===== config.mk =====
export PLATFORM = sky130hd
export DESIGN_NAME = day12_seq_serializer
export DESIGN_NICKNAME = d
export VERILOG_FILES = /design/src/rtl/day12_seq_serializer.sv
export SDC_FILE = /design/constraint.sdc
export NUM_CORES = 1
export LEC_CHECK = 0
export ABC_CLOCK_PERIOD_IN_PS = 2200
export CAP_MARGIN = 15
export CELL_PAD_IN_SITES_DETAIL_PLACEMENT = 0
export CELL_PAD_IN_SITES_GLOBAL_PLACEMENT = 1
export CORE_MARGIN = 4
export CORE_UTILIZATION = 40
export CTS_CLUSTER_SIZE = 20
export DETAILED_ROUTE_END_ITERATION = 8
export HOLD_SLACK_MARGIN = 0.06
export PLACE_DENSITY = 0.83
export SETUP_SLACK_MARGIN = 0.05
export SYNTH_ARGS = -nofsm -noshare
export SYNTH_HDL_FRONTEND = slang
export SYNTH_SLANG_ARGS = --single-unit

===== constraint.sdc =====
create_clock -name clk -period 2.2 [get_ports clk]
set_clock_uncertainty 0.2 [all_clocks]
set_input_delay 0.44 -clock clk [delete_from_list [all_inputs] [get_ports clk]]
set_output_delay 0.44 -clock clk [all_outputs]
set_load 0.05 [all_outputs]

===== src/rtl/day12_seq_serializer.sv =====
// day12_seq_serializer
//   Parallel-to-serial pattern generator feeding the day12 serial sequence
//   detector. A WIDTH-bit word is accepted over a valid/ready handshake and
//   shifted out one bit per clock on ser_o, qualified by ser_valid_o, with
//   done_o marking the final bit of each frame. GAP idle cycles follow every
//   frame before the next word can be accepted.
//
//   Optional feature macro: SER_PARITY_EN
//     defined   : an even-parity bit (XOR of all data bits) is appended after
//                 the last data bit; done_o marks the parity bit instead.
//     undefined : frames are exactly WIDTH data bits, no parity logic.
module day12_seq_serializer #(
  parameter int   WIDTH     = 12,
  parameter bit   LSB_FIRST = 1'b1,
  parameter logic IDLE_LVL  = 1'b1,
  parameter int   GAP       = 1
) (
  input  logic             clk,
  input  logic             reset,
  input  logic             load_valid_i,
  input  logic [WIDTH-1:0] load_data_i,
  output logic             load_ready_o,
  output logic             ser_o,
  output logic             ser_valid_o,
  output logic             done_o
);

  localparam int             CW         = $clog2(WIDTH + 1);
  localparam logic [CW-1:0]  LAST_IDX   = CW'(WIDTH - 1);
  localparam logic [CW-1:0]  PENULT_IDX = CW'(WIDTH - 2);
  localparam logic [3:0]     GAP_LAST   = (GAP == 0) ? 4'd0 : 4'(GAP - 1);

  localparam logic [1:0] S_IDLE  = 2'd0;
  localparam logic [1:0] S_SHIFT = 2'd1;
  localparam logic [1:0] S_GAP   = 2'd2;
`ifdef SER_PARITY_EN
  localparam logic [1:0] S_PAR   = 2'd3;
`endif
  // State entered once the final bit of a frame has been sent.
  localparam logic [1:0] S_AFTER = (GAP == 0) ? S_IDLE : S_GAP;

  logic [1:0]       state;
  logic [WIDTH-1:0] shreg;      // current bit always sits at the outgoing end
  logic [CW-1:0]    bit_cnt;    // index of the bit currently on ser_o
  logic [3:0]       gap_cnt;
`ifdef SER_PARITY_EN
  logic             par_bit;
`endif

  logic             accept;
  logic             first_bit;
  logic             next_bit;
  logic [WIDTH-1:0] shreg_adv;

  // Handshake and bit-selection helpers; reset forces ready low immediately.
  // NOTE: continuous assigns are fully specified, so no storage is implied;
  // every combinational output here has a value on every path.
  assign load_ready_o = (state == S_IDLE) & ~reset;
  assign accept       = load_valid_i & load_ready_o;
  assign first_bit    = LSB_FIRST ? load_data_i[0] : load_data_i[WIDTH-1];
  assign next_bit     = LSB_FIRST ? shreg[1]       : shreg[WIDTH-2];
  assign shreg_adv    = LSB_FIRST ? (shreg >> 1)   : (shreg << 1);

  // Frame sequencer: loads the word, walks the bits, then holds off for GAP.
  // NOTE: all state is updated with non-blocking assignments so every
  // register samples the pre-edge values regardless of statement order.
  always_ff @(posedge clk) begin
    if (reset) begin
      // NOTE: the shift register is reset too, so an aborted frame leaves
      // no stale data behind; it is a plain register, not a memory array.
      state       <= S_IDLE;
      ser_o       <= IDLE_LVL;
      ser_valid_o <= 1'b0;
      done_o      <= 1'b0;
      bit_cnt     <= '0;
      gap_cnt     <= '0;
      shreg       <= '0;
`ifdef SER_PARITY_EN
      par_bit     <= 1'b0;
`endif
    end else begin
      case (state)
        S_IDLE: begin
          if (accept) begin
            shreg       <= load_data_i;
            ser_o       <= first_bit;
            ser_valid_o <= 1'b1;
            done_o      <= 1'b0;
            bit_cnt     <= '0;
`ifdef SER_PARITY_EN
            par_bit     <= ^load_data_i;
`endif
            state       <= S_SHIFT;
          end
        end

        S_SHIFT: begin
          if (bit_cnt == LAST_IDX) begin
`ifdef SER_PARITY_EN
            ser_o       <= par_bit;
            ser_valid_o <= 1'b1;
            done_o      <= 1'b1;
            state       <= S_PAR;
`else
            ser_o       <= IDLE_LVL;
            ser_valid_o <= 1'b0;
            done_o      <= 1'b0;
            gap_cnt     <= '0;
            state       <= S_AFTER;
`endif
          end else begin
            shreg       <= shreg_adv;
            ser_o       <= next_bit;
            ser_valid_o <= 1'b1;
`ifdef SER_PARITY_EN
            done_o      <= 1'b0;
`else
            done_o      <= (bit_cnt == PENULT_IDX);
`endif
            bit_cnt     <= bit_cnt + 1'b1;
          end
        end

`ifdef SER_PARITY_EN
        S_PAR: begin
          ser_o       <= IDLE_LVL;
          ser_valid_o <= 1'b0;
          done_o      <= 1'b0;
          gap_cnt     <= '0;
          state       <= S_AFTER;
        end
`endif

        S_GAP: begin
          if (gap_cnt == GAP_LAST) begin
            state <= S_IDLE;
          end else begin
            gap_cnt <= gap_cnt + 1'b1;
          end
        end

        default: begin
          state       <= S_IDLE;
          ser_o       <= IDLE_LVL;
          ser_valid_o <= 1'b0;
          done_o      <= 1'b0;
        end
      endcase
    end
  end

endmodule


==> results.txt, run 1 <==
* Final max-slew violation count: 0
- Of the cells placed in the final design, the portion with a size suffix greater than 1 is 0.1529.
- 0 antenna diodes ended up in the layout.
- CTS Root Cell: clkbuf_4
- Power spread over the standard cell area amounts to 579.5 mW/mm^2.
- Dividing the final minimum period by the clock period gives 0.9529.
* Worst VDD drop: 257.2 uV
* Starting Density: 0.4205
* Hold bufs inserted after CTS: 0
* Total of flip-flops plus latches after synthesis: 24
* Num Clock Sinks: 24
- Synthesis handed over a netlist of 141 instances.
- Flop2flop setup slack: 0.31 ns
- After the first detailed-routing iteration, the DRC count stood at 29.
- At the end of the flow, the number of nets in the layout was 177.
- Post-cts gate resize count: 0
- Count of endpoints failing hold in the final timing report: 0
- The finished layout holds 201 standard cells, fillers aside.
- TritonCTS clock tree: built
- Worst hold slack after final layout: 0.2915 ns
* Cell with the biggest individual delay on the critical path: clkdlybuf4s50_1
- Summed over all layers, the routed wires come to 2.661 mm.
* Worst min-delay path category: flop to flop
- The die is 64.65 um wide.
- In this run the worst path has a maximum fanout of 2.
- Actual transition at the worst max-transition pin: 0.4937 ns
* Leak pwr: 0.5371 nW
* Total nets after synthesis: 160
- Syn Area/Cell: 9.104 sq um
- PortBufs: 18
- Max-cap violations in this run came to 0.
* Routing layer with the top usage in global route: met2
- Post-detailed-route wirelength per cell: 13.24 um
* Wire length of the first global-routing pass: 4.560 mm
- Die Y: 64.65 um
* Largest incremental delay on the critical path: 0.80 ns
* CTS H-Tree Depth: 1
* Setup fix buffers added after clock tree synthesis: 0
* Via count of the first global-routing pass: 1053
* Post-synth EDFFs: 0
- For this run, global-route usage on met3 was measured as 0.02253.
- After detailed placement, the design holds a cell count of 197.
* TritonCTS buffer count: 3
- Counting I/O delays and the setup requirement, the final critical path takes 2.096 ns.
- Warnings, synthesis: 0
- First drt pass iteration count: 4
- Among all cell types in the netlist, the one instantiated most often is dfxtp_1.
- Entering global routing, the biggest net connects 27 pins.
- The area growth from synthesis to layout is 20.76%.
- Antenna violations before repair: 0
* Unrepaired setup endpoints after global routing: no
* Routability congestion estimate from global placement: 0.7101
* Data arrival time of the worst path: 1.46 ns
* Headroom to the max-slew limit: 0.6699
- Among all flip-flop cells after synthesis, the most frequent one is dfxtp_1.
- The share of the Yosys chip area taken by registers is 0.3743.
* Ys async rst share: 0
* Setup CP Type: flop to output port
- Most area-hungry cell type in the Yosys netlist: dfxtp_1
- Die Outline Area: 0.004180 sq mm
- After detailed routing, the number of remaining DRC violations is 0.
- In the global route stage, met2 resource usage came out at 0.2371.
- Setup tns final: 0 ns
- After floorplanning, the core was divided into 20 placement rows.
- Grt total ovfl: 0
- Post-synthesis instance area: 0.001284 sq mm
- Maximum clock frequency: 477.0 MHz
* Clock insertion delay at the later pin of the skew report: 0.31 ns
- Req. time, crit path: 1.56 ns
- Setup violations remaining at the end of the flow were counted as 0.
- The flow ran to the end, and the final reports show no timing, DRC or antenna violations.
- Vias per cell: 5.522
* Routed vias: 1110
* Overall Global Routing Usage: 0.1367
* Half-perimeter wire length after detailed placement: 1.888 mm
- For this design the top-level I/O count stands at 19.
- Largest buffer count on any clock path: 2
- Once detail routing completed, the nets flagged for antenna violations numbered 0.
- Ranked by total cell area, the synthesized netlist is headed by dfxtp_1 37%, a311oi_2 7.0%, a211oi_1 6.4%.
* Post-synth cell types: 39
* Clock-pin slew reported for the worst setup and hold paths after clock tree synthesis: 0.13 ns
* Number of buffer and inverter instances along the worst setup path: 1
* Global routing usage on met1: 0.1670
- Area of the core: 0.003053 sq mm
- Critical path endpoint category: output port
- Area share of the largest cell type after synthesis: 0.3743
- Most numerous cell types in the synthesized netlist: 24 x dfxtp_1, 22 x nand2_1, 11 x a211oi_1, 6 x a311oi_2
- STA classifies the critical path startpoint as a flop.
- Largest delay share family, worst path: buffers and inverters
- The signal on the critical path passes through clkdlybuf4s50_1.
-- power breakdown --
| part | leakage (nW) | switching [mW] | total [mW] | internal (mW) |
|---|---|---|---|---|
| Sequential | 0.197 | 0.0181 | 0.480 | 0.462 |
| Combinational | 0.319 | 0.0970 | 0.186 | 0.0891 |
| Clock | 0.0210 | 0.131 | 0.232 | 0.101 |
| Total | 0.537 | 0.246 | 0.898 | 0.652 |
-- metal layers --
layer,vias up,part of all wire
li1,554,-
met5,-,0
met2,17,0.49
met3,2,0.034
met1,537,0.47
met4,0,0.0071
-- cell type report --
| cell class | instances | area (sq um) |
|---|---|---|
| Tap cell | 44 | 55.05 |
| Sequential cell | 24 | 480.5 |
| Multi-Input combinational cell | 100 | 711.9 |
| Timing Repair Buffer | 24 | 247.7 |
| Clock buffer | 4 | 36.28 |
| Inverter | 5 | 18.77 |
| Fill cell | 309 | 1503 |
-- worst paths after layout --
kind / to / depth (start not counted) / from
worst max-delay path: ser_valid_o / 1 / ser_valid_o$_SDFFE_PP0P_
worst min-delay path: shreg[11]$_SDFFE_PP0P_ / 2 / shreg[11]$_SDFFE_PP0P_
worst max register to register: shreg[6]$_SDFFE_PP0P_ / 4 / state[0]$_SDFFE_PP0P_
worst min register to register: shreg[11]$_SDFFE_PP0P_ / 2 / shreg[11]$_SDFFE_PP0P_
-- layout by cell type, fill, tap and decap left out, types with 5 or more instances in the layout --
cell,Yosys,final
dfxtp_1,24,24
nand2_1,22,22
clkdlybuf4s50_1,0,17
a211oi_1,11,11
a311oi_2,6,6
inv_1,5,5
nor2b_1,5,5
a311oi_1,5,5
nand3_1,5,5
a21oi_1,5,5
buf_4,1,5
-- state kept, by name (all words and copies together), names as in the netlist --
signal / cells
shreg: 11
bit_cnt: 4
gap_cnt: 4
state: 2
done_o: 1
ser_o: 1
ser_valid_o: 1
-- per-stage QoR --
stage	area, sq um	utilization	setup WS, ns	power, mW
floorplan	1289	-	0.07712	0.6182
global placement	1514	0.4959	0.1375	0.6712
detailed placement	1514	0.4959	0.09822	0.6762
CTS	1550	0.5078	0.08690	0.9060
global route	1550	0.5078	0.05285	0.9402
finish	1550	0.5078	0.1037	0.8984
-- cells by family (layout without fill, tap and decap cells) --
group,Yosys count,count (layout),synth area share
flops,24,24,0.3743
compound gates,45,45,0.2963
fa+ha+maj,4,4,0.03899
buf+inv,17,33,0.07505
simple gates,51,51,0.2154
Note: power is estimated with default switching activity, not from simulation.
==> run 2: changes to the inputs <==
CTS_CLUSTER_DIAMETER = 200   (was unset)
CTS_CLUSTER_SIZE = 14   (was 20)
==> results of run 2 <==
Same layout as run 1: the final DEF is identical, and so are final timing and power.
==> run 3: changes to the inputs <==
ABC_CLOCK_PERIOD_IN_PS = 2100   (was 2200)
clock period = 2.1 ns   (was 2.2 ns; I/O delays follow)
==> run 3 against run 2 <==
Against the previous run:
- non-clock buffer count up 2
- register-to-register slack lost 0.02 ns
- sequential power is 5.2% higher
- wire length decreased by 1.1%
- first-iteration DRC count up 34%
- design area shrank 0.48%
- worst setup slack better by 0.19 ns
- count of clock-buffer cells in the layout fell by 1
- critical endpoint is now shreg[10]$_SDFFE_PP0P_
- largest cell class unchanged
- largest power group unchanged
==> results.txt, run 3 (synthesis results as in run 1) <==
- Result of the run: complete, no violations
- Of the cells placed in the final design, the portion with a size suffix greater than 1 is 0.1646.
- Setup repair after global routing left no endpoint under its margin.
- Dividing total power by cell area gives a power density of 578.3 mW/mm^2.
* Starting Density: 0.4205
* # DRC: 0
* Vias per cell: 5.327
- The worst setup path is of the flop to flop kind.
* Number of standard cells in the final layout excluding fillers: 202
* Placed insts: 199
- After floorplanning, the core was divided into 20 placement rows.
* CTS Root Cell: clkbuf_4
* Start point of the worst min-delay path: shreg[11]$_SDFFE_PP0P_
- Largest register FFs: 11
* Actual transition at the worst max-transition pin: 0.4951 ns
* Storage cell area: 480.5 sq um
- TritonCTS built the clock tree.
- In this run the worst hold path is classified as flop to flop.
- The largest registers in the layout are shreg x11, bit_cnt x4, gap_cnt x4.
* First drt pass iteration count: 4
- The number of max-slew violations in the final report was 0.
- In this run the critical register-to-register path is launched from state[0]$_SDFFE_PP0P_.
- The number of setup buffers added after CTS is 0.
- Category of the worst setup path launch point: flop
- Leak pwr: 0.5489 nW
* Synth-to-layout area growth: 20.18%
- After routing, the total negative slack on setup checks comes to 0 ns.
* Die Y: 64.65 um
- Net total in the final layout: 179
- At the end of routability-driven placement, the weighted congestion stood at 0.7426.
- In this run the cell area measured after placement is 0.001520 sq mm.
- The longest clock path from root to sink contains 2 buffers.
* Clock-pin slew reported for the worst setup and hold paths after clock tree synthesis: 0.12 ns
- Antenna diode count: 0
* Count of endpoints failing hold in the final timing report: 0
* Initial DRC Count: 39
- Die Span X: 64.65 um
* Clock insertion delay at the later pin of the skew report: 0.30 ns
* Antenna Violating Nets Remaining: 0
* Largest net degree at the start of global routing: 21
- Max-cap violations in this run came to 0.
* Final setup violating endpoints: 0
- Top register by number of flip-flops: shreg
* Number of top-level design ports: 19
- Counting the fill cells in the layout gives 310.
- Headroom to the max-slew limit: 0.6712
* Post-detailed-route wirelength per cell: 13.03 um
- TritonCTS created 3 clock buffers.
- Antenna violations before repair: 0
- Data arrival time of the worst path: 1.82 ns
* Number of cells traversed by the worst register-to-register path: 4
- Number of cells on the worst hold path: 2
- In the layout the commonest cells are 24 x dfxtp_1, 22 x nand2_1, 13 x clkdlybuf4s50_1.
- Req. time, crit path: 2.11 ns
- In this run the worst setup path begins at state[0]$_SDFFE_PP0P_.
* Area of the core: 0.003053 sq mm
- Overall Global Routing Usage: 0.1369
- Die Outline Area: 0.004180 sq mm
- After legalization and detailed placement, the total HPWL measured 1.927 mm.
- VDD sags by at most 178.1 uV.
* Maximum clock frequency: 552.7 MHz
- Critical path endpoint category: flop
- For this block, the routed nets add up to 2.632 mm of wire.
- Maximum fanout count along the critical path: 20
- After global routing the overflow that remains totals 0.
- Input and output buffers added on the ports amount to 18.
- Commonest non-fill, non-tap cell in the layout: dfxtp_1
- After routing the design area is 0.001543 sq mm.
- The first global-routing pass estimated 4.685 mm of wire.
- Dividing the final minimum period by the clock period gives 0.8616.
- Num Clock Sinks: 24
- CTS H-Tree Depth: 1
- Min Clock Period, post-route: 1.809 ns
- The routed layout has 1076 vias.
* Overall power of the completed layout: 892.1 uW
- Via count of the first global-routing pass: 1080
* Total area of multi-input combinational cells: 718.2 sq um
-- run 3: layout make-up --
class,count,share of cell area
multi-input combinational,100,0.4655
sequential,24,0.3114
timing repair buffer,26,0.1606
tap,44,0.03569
clock buffer,3,0.01460
inverter,5,0.01217
-- run 3: worst max-delay path, cell delays in order (launching register included) --
cell      delay (ns)
dfxtp_1         0.60
nor2b_1         0.26
buf_4           0.27
a211oi_1        0.10
a311oi_1        0.29
-- run 3: power by group --
part	leakage (nW)	internal, mW	total, mW	switching (mW)
clock	0.0138	0.0668	0.196	0.129
combinational	0.338	0.0911	0.192	0.101
sequential	0.197	0.484	0.505	0.0203
total	0.549	0.642	0.892	0.250
-- run 3: timing repair --
| item | 4_1_cts | 5_1_grt |
|---|---|---|
| hold buffers | 0 | 0 |
| resized for setup | 2 | 1 |
| endpoints found under the setup margin | 2 | 1 |
| pin swaps | 0 | 0 |
-- run 3: final timing paths --
| check | to | slack, ns |
|---|---|---|
| max | shreg[10]$_SDFFE_PP0P_ | 0.29 |
| min reg2reg | shreg[11]$_SDFFE_PP0P_ | 0.28 |
| min | shreg[11]$_SDFFE_PP0P_ | 0.28 |
| max reg2reg | shreg[10]$_SDFFE_PP0P_ | 0.29 |
-- run 3: layer usage --
metal	track usage	vias to the layer above	wire length [um]
met5	0	-	0
met4	0.05013	0	21
met3	0.03293	2	106
met2	0.2410	17	1240
met1	0.1601	503	1263
li1	-	554	-
-- run 3: stage by stage --
stage                     utilization  worst slack (ns)  hold WS (ns)
after floorplan                     -            0.1987        0.2423
after global placement         0.4980           0.08895        0.2579
after detailed placement       0.4980         -0.001947        0.2627
after CTS                      0.5045           0.08224        0.2818
after global routing           0.5053            0.1214        0.3266
final                          0.5053            0.2907        0.2778
